`src/rtl/jtframe_inputrec.sv`:
```
// jtframe_inputrec
// Records or plays back the packed game input word, one word per vertical
// sync. The controller owns a single-port synchronous RAM and shares it
// between a record sequencer and a playback sequencer. While idle or
// recording, live inputs pass through to the game core. During playback,
// the RAM contents replace them.
//
// Ports:
//   clk, rst          system clock, synchronous active-high reset
//   vs                vertical sync (active high, synchronous to clk)
//   rec_start         level; starts recording (sampled only in IDLE)
//   play_start        level; starts playback (sampled only in IDLE, needs rec_len != 0)
//   stop              level; aborts recording or playback
//   joy_in            live input word
//   joy_out           registered input word sent to the game core
//   ram_addr/din/we   registered RAM interface; ram_we is a one-cycle pulse
//   ram_dout          RAM read data, valid one clock after ram_addr
//   recording/playing state flags
//   full              the last recording ended because the RAM was exhausted
//   rec_len           number of recorded frames, 0 .. 2**AW
module jtframe_inputrec #(
  parameter int unsigned DW   = 16,
  parameter int unsigned AW   = 12,
  parameter int unsigned LOOP = 0
) (
  input  logic          clk,
  input  logic          rst,
  input  logic          vs,
  input  logic          rec_start,
  input  logic          play_start,
  input  logic          stop,
  input  logic [DW-1:0] joy_in,
  output logic [DW-1:0] joy_out,
  output logic [AW-1:0] ram_addr,
  output logic [DW-1:0] ram_din,
  output logic          ram_we,
  input  logic [DW-1:0] ram_dout,
  output logic          recording,
  output logic          playing,
  output logic          full,
  output logic [AW:0]   rec_len
);

  // Counters are one bit wider than the address, so a full RAM (2**AW) can be represented
  localparam int unsigned CW = AW + 1;
  localparam logic [CW-1:0] LAST_ADDR = {1'b0, {AW{1'b1}}};

  typedef enum logic [1:0] {
    IDLE = 2'd0,
    REC  = 2'd1,
    PLAY = 2'd2
  } state_t;

  state_t        state, state_nx;
  logic          vs_l, vs_l_nx;
  logic          armed, armed_nx;
  logic [CW-1:0] waddr, waddr_nx;
  logic [CW-1:0] raddr, raddr_nx;
  logic          rd_p1, rd_p1_nx;
  logic          rd_p2, rd_p2_nx;
  logic          rd_p3, rd_p3_nx;
  logic [DW-1:0] rd_q, rd_q_nx;
  logic [DW-1:0] joy_out_nx;
  logic [AW-1:0] ram_addr_nx;
  logic [DW-1:0] ram_din_nx;
  logic          ram_we_nx;
  logic          recording_nx;
  logic          playing_nx;
  logic          full_nx;
  logic [CW-1:0] rec_len_nx;
  logic          tick;

  // Rising edge of vs. 'armed' blocks a false edge in the first cycle after reset.
  assign tick = vs & ~vs_l & armed;

  // State register and all registered outputs
  always_ff @(posedge clk) begin
    if (rst) begin
      state     <= IDLE;
      vs_l      <= 1'b0;
      armed     <= 1'b0;
      waddr     <= '0;
      raddr     <= '0;
      rd_p1     <= 1'b0;
      rd_p2     <= 1'b0;
      rd_p3     <= 1'b0;
      rd_q      <= '0;
      joy_out   <= '0;
      ram_addr  <= '0;
      ram_din   <= '0;
      ram_we    <= 1'b0;
      recording <= 1'b0;
      playing   <= 1'b0;
      full      <= 1'b0;
      rec_len   <= '0;
    end else begin
      state     <= state_nx;
      vs_l      <= vs_l_nx;
      armed     <= armed_nx;
      waddr     <= waddr_nx;
      raddr     <= raddr_nx;
      rd_p1     <= rd_p1_nx;
      rd_p2     <= rd_p2_nx;
      rd_p3     <= rd_p3_nx;
      rd_q      <= rd_q_nx;
      joy_out   <= joy_out_nx;
      ram_addr  <= ram_addr_nx;
      ram_din   <= ram_din_nx;
      ram_we    <= ram_we_nx;
      recording <= recording_nx;
      playing   <= playing_nx;
      full      <= full_nx;
      rec_len   <= rec_len_nx;
    end
  end

  // Next-state and next-output logic
  always_comb begin
    state_nx    = state;
    vs_l_nx     = vs;
    armed_nx    = 1'b1;
    waddr_nx    = waddr;
    raddr_nx    = raddr;
    joy_out_nx  = joy_out;
    ram_addr_nx = ram_addr;
    ram_din_nx  = ram_din;
    ram_we_nx   = 1'b0;
    full_nx     = full;
    rec_len_nx  = rec_len;
    // Read pipeline: address out, RAM access, capture data, update joy_out
    rd_p1_nx    = 1'b0;
    rd_p2_nx    = rd_p1;
    rd_p3_nx    = rd_p2;
    rd_q_nx     = rd_p2 ? ram_dout : rd_q;

    unique case (state)
      IDLE: begin
        joy_out_nx = joy_in;
        rd_p2_nx   = 1'b0;
        rd_p3_nx   = 1'b0;
        if (rec_start) begin
          state_nx   = REC;
          waddr_nx   = '0;
          rec_len_nx = '0;
          full_nx    = 1'b0;
        end else if (play_start && (rec_len != '0)) begin
          state_nx = PLAY;
          raddr_nx = '0;
        end
      end

      REC: begin
        joy_out_nx = joy_in;
        rd_p2_nx   = 1'b0;
        rd_p3_nx   = 1'b0;
        // stop has priority over a coincident tick, so no write happens
        if (stop) begin
          state_nx = IDLE;
        end else if (tick) begin
          ram_addr_nx = waddr[AW-1:0];
          ram_din_nx  = joy_in;
          ram_we_nx   = 1'b1;
          waddr_nx    = waddr + CW'(1);
          rec_len_nx  = waddr + CW'(1);
          if (waddr == LAST_ADDR) begin
            full_nx  = 1'b1;
            state_nx = IDLE;
          end
        end
      end

      PLAY: begin
        if (stop) begin
          // Drop reads still in flight. A late ram_dout never reaches joy_out.
          state_nx = IDLE;
          rd_p2_nx = 1'b0;
          rd_p3_nx = 1'b0;
        end else begin
          if (rd_p3) begin
            joy_out_nx = rd_q;
          end
          if (tick) begin
            if (raddr < rec_len) begin
              ram_addr_nx = raddr[AW-1:0];
              raddr_nx    = raddr + CW'(1);
              rd_p1_nx    = 1'b1;
            end else if (LOOP != 0) begin
              ram_addr_nx = '0;
              raddr_nx    = CW'(1);
              rd_p1_nx    = 1'b1;
            end else begin
              state_nx = IDLE;
            end
          end
        end
      end

      default: begin
        state_nx = IDLE;
      end
    endcase

    recording_nx = (state_nx == REC);
    playing_nx   = (state_nx == PLAY);
  end

endmodule

```
`config.mk`:
```
export PLATFORM = sky130hd
export DESIGN_NAME = jtframe_inputrec
export DESIGN_NICKNAME = d
export VERILOG_FILES = /design/src/rtl/jtframe_inputrec.sv
export SDC_FILE = /design/constraint.sdc
export NUM_CORES = 1
export LEC_CHECK = 0
export BUFFER_PORTS_ARGS = -buffer_cell sky130_fd_sc_hd__buf_2
export CORE_ASPECT_RATIO = 0.75
export CORE_MARGIN = 2
export CORE_UTILIZATION = 55
export CTS_CLUSTER_DIAMETER = 30
export DETAILED_ROUTE_END_ITERATION = 10
export GPL_ROUTABILITY_DRIVEN = 0
export PLACE_DENSITY = 0.89
export SYNTH_ARGS = -nofsm -noshare
export SYNTH_HDL_FRONTEND = slang
export SYNTH_SLANG_ARGS = --single-unit
export TNS_END_PERCENT = 50
```
`constraint.sdc`:
```
create_clock -name clk -period 4.25 [get_ports clk]
set_input_delay 0.85 -clock clk [delete_from_list [all_inputs] [get_ports clk]]
set_output_delay 0.85 -clock clk [all_outputs]
set_load 0.02 [all_outputs]
```
==> flow_metrics.tcl <==
set metrics [dict create \
    outcome "finished, final reports clean" \
    wl_per_cell_um 16.7 \
    final.min_clock_period_ns 3.04 \
    p_comb_share_pct 7.1 \
    peakVddDrop_uv 227 \
    final_core_util_pct 65.6 \
    drc 0 \
    initial_utilization_pct 56.4 \
    p_sw_uw 439 \
    arrival_ns 3.33 \
    synthArstFlopShare_pct 0 \
    min_path_cells 1 \
    cts_buffers 9 \
    via_per_inst 5.94 \
    grt_pass1_vias 3653 \
    ff2ff_setup_slack_ns 1.21 \
    whs_ns 0.445 \
    grt_overflow 0 \
    cts_sinks 97 \
    syn_to_final_growth_pct 16.5 \
    power_frac_clock_pct 35.6 \
    synth_area_leaders "dfxtp_1 (44%), mux2i_1 (7.3%), a21oi_1 (5.1%)" \
    switching_share_pct 26.8 \
    synth_area_leader_cell "dfxtp_1" \
    cp-end-kind "flip-flop" \
    cts_hold_buf 0 \
    setup_slack_ns 1.21 \
    grt_pass1_wl_mm 18.1 \
    seq_power_share_pct 57.3 \
    postCtsSetupBuffers 0 \
    cts_resized 0 \
    num_vias 4129 \
    p_per_area_mw_per_mm2 319 \
    crit_chain "inv_2, o22a_1, nor4_4, a31oi_2, or4b_1, a21oi_1" \
    core_area_mm2 0.00781 \
    r2r-end "raddr[5]$_SDFFE_PP0P_" \
    maxSlewViolCount 0 \
    cts_tree "done" \
    pin_count 99 \
    synth_top_area_share_pct 44.1 \
    crit_fanout 32 \
    p_leak_uw 0.00217 \
    synth.distinct_cells 46 \
    reg2regPathDepth 6 \
    min_to "rd_p2$_SDFF_PP0_" \
    fmax_mhz 329 \
    start_kind "flip-flop" \
    syn_inst 502 \
    syn_nets 555 \
    rsz0062_at_grt "no" \
    drive_gt1_share_pct 23.6 \
    num_antenna_cells 0 \
    synth_most_common_cell "dfxtp_1" \
    grt_max_degree 71 \
    hold_viol_final 0 \
    wl_mm 11.6 \
    hpwl_mm 8.30 \
    syn_avg_cell_area_um2 8.77 \
    grt.total_usage_pct 26.5 \
    skew_ns 0.0129 \
    die_x_um 107 \
    maxCapViolCount 0 \
    tightest_slew_ns 1.04 \
    finalSetupTns_ns 0 \
    min_from "rd_p1$_SDFF_PP0_" \
    firstDrtPassIters 5 \
    hold_path.class "flip-flop to flip-flop" \
    p_int_uw 1200 \
    crit_type "flip-flop to flip-flop" \
    placementRows 28 \
    finalSetupViolations 0 \
    synth_top_flop_cell "dfxtp_1" \
    antenna_left 0 \
    clk_pin_slew_ns 0.10 \
    slew_headroom_pct 30.2 \
    clockRootBuffer "clkbuf_8" \
    yosysSeqAreaShare_pct 44.1 \
    cp_slowest_cell "dfxtp_1" \
    synth_common_cells "dfxtp_1 (97), nor2_1 (59), nand2_1 (51)" \
    synth_warnings 0 \
    io_buffers 98 \
    required_ns 4.54 \
    die_height_um 81.5 \
    antenna_found_initial 0 \
    netlist_area_mm2 0.00440 \
    cts_buffer_depth 2 \
    ys_seq_elements 97 \
    dieArea_mm2 0.00874 \
    clk_latency_ns 0.37 \
    finalCritPeriodShare_pct 71.6 \
    reg2reg_from "state[1]$_SDFF_PP0_" \
    fin_nets 638 \
    synth_edf_count 0 \
    drt_iter0_drc 398 \
    p_total_uw 1640 \
    cts-htree-levels 3 \
    pre_cts_slack_ns 1.33 \
    cpPeakStageDelay_ns 1.00 \
]
[critical path: cells and delay by family (launching register included)]
family          cells  cell delay [ns]
buf+inv             1             0.28
simple gates        2             0.85
compound gates      3             0.84
flops               1             1.00
[layer usage]
layer,up-vias,GRT usage [%],part of all wire (%)
met5,-,0,0
met2,222,43.5,47
met1,1936,34.5,41
li1,1949,-,-
met4,0,7.79,1.6
met3,22,7.38,11
[power by group through the flow]
| stage | Clock [uW] | Sequential [uW] | Combinational (uW) |
|---|---|---|---|
| floorplan | 0 | 971 | 53.6 |
| global placement | 0 | 957 | 112 |
| detailed placement | 0 | 958 | 115 |
| CTS | 594 | 937 | 115 |
| global route | 629 | 940 | 126 |
| finish | 584 | 938 | 116 |
[registers in the layout, indices dropped and copies added (netlist names)]
register / flops
ram_din: 16
playing: 1
state: 2
ram_we: 1
joy_out: 16
full: 1
raddr: 13
recording: 1
rd_p1: 1
waddr: 13
rd_p3: 1
rd_p2: 1
vs_l: 1
ram_addr: 12
rd_q: 16
armed: 1
[cell families (layout without fill, tap and decap cells)]
kind of cell	after synthesis	after routing	share of synthesized area [%]
flops	97	97	44.1
simple gates	186	186	20.7
compound gates	113	113	17.0
xor+xnor	13	13	2.59
fa+ha+maj	15	15	4.26
mux	32	32	7.27
buf+inv	46	134	4.06
[area by class of cell]
class,instances,area [um^2]
multi-input combinational,359,2280
timing repair buffer,101,513
sequential,97,1940
clock buffer,9,124
tap,105,131
inverter,17,63.8
fill,597,2690
clock inverter,7,71.3
[how the worst max path moves through the flow]
stage                            from                endpoint  cells after the start
2_1_floorplan  waddr[11]$_SDFFE_PP0P_   raddr[9]$_SDFFE_PP0P_                      9
3_3_place_gp      state[1]$_SDFF_PP0_   raddr[7]$_SDFFE_PP0P_                      6
3_5_place_dp      state[1]$_SDFF_PP0_   raddr[5]$_SDFFE_PP0P_                      6
4_1_cts           state[1]$_SDFF_PP0_   raddr[5]$_SDFFE_PP0P_                      6
5_1_grt           state[1]$_SDFF_PP0_  raddr[11]$_SDFFE_PP0P_                      6
6_report          state[1]$_SDFF_PP0_   raddr[5]$_SDFFE_PP0P_                      6
[placed cells by master (no fill, tap or decap), types with 3 or more instances in the layout]
cell type / instances
a211oi_1: 21
o31ai_1: 5
inv_1: 15
a21oi_1: 45
ha_1: 15
buf_2: 98
nand2_1: 51
and2_1: 3
nor2_1: 59
buf_4: 3
or4_1: 6
nand3_1: 19
clkbuf_8: 9
dfxtp_1: 97
mux2i_1: 32
xnor2_1: 11
inv_6: 3
nor3_1: 5
or3_1: 16
o221a_2: 11
o21ai_0: 20
nand4_1: 5
nor4_1: 4
and3_1: 5
[stage by stage]
step	std cells	area (um^2)
after floorplan	502	4400
after global placement	679	4930
after detailed placement	679	4930
after CTS	695	5130
after global routing	695	5130
final	695	5130
Note: power is estimated with default switching activity, not from simulation.
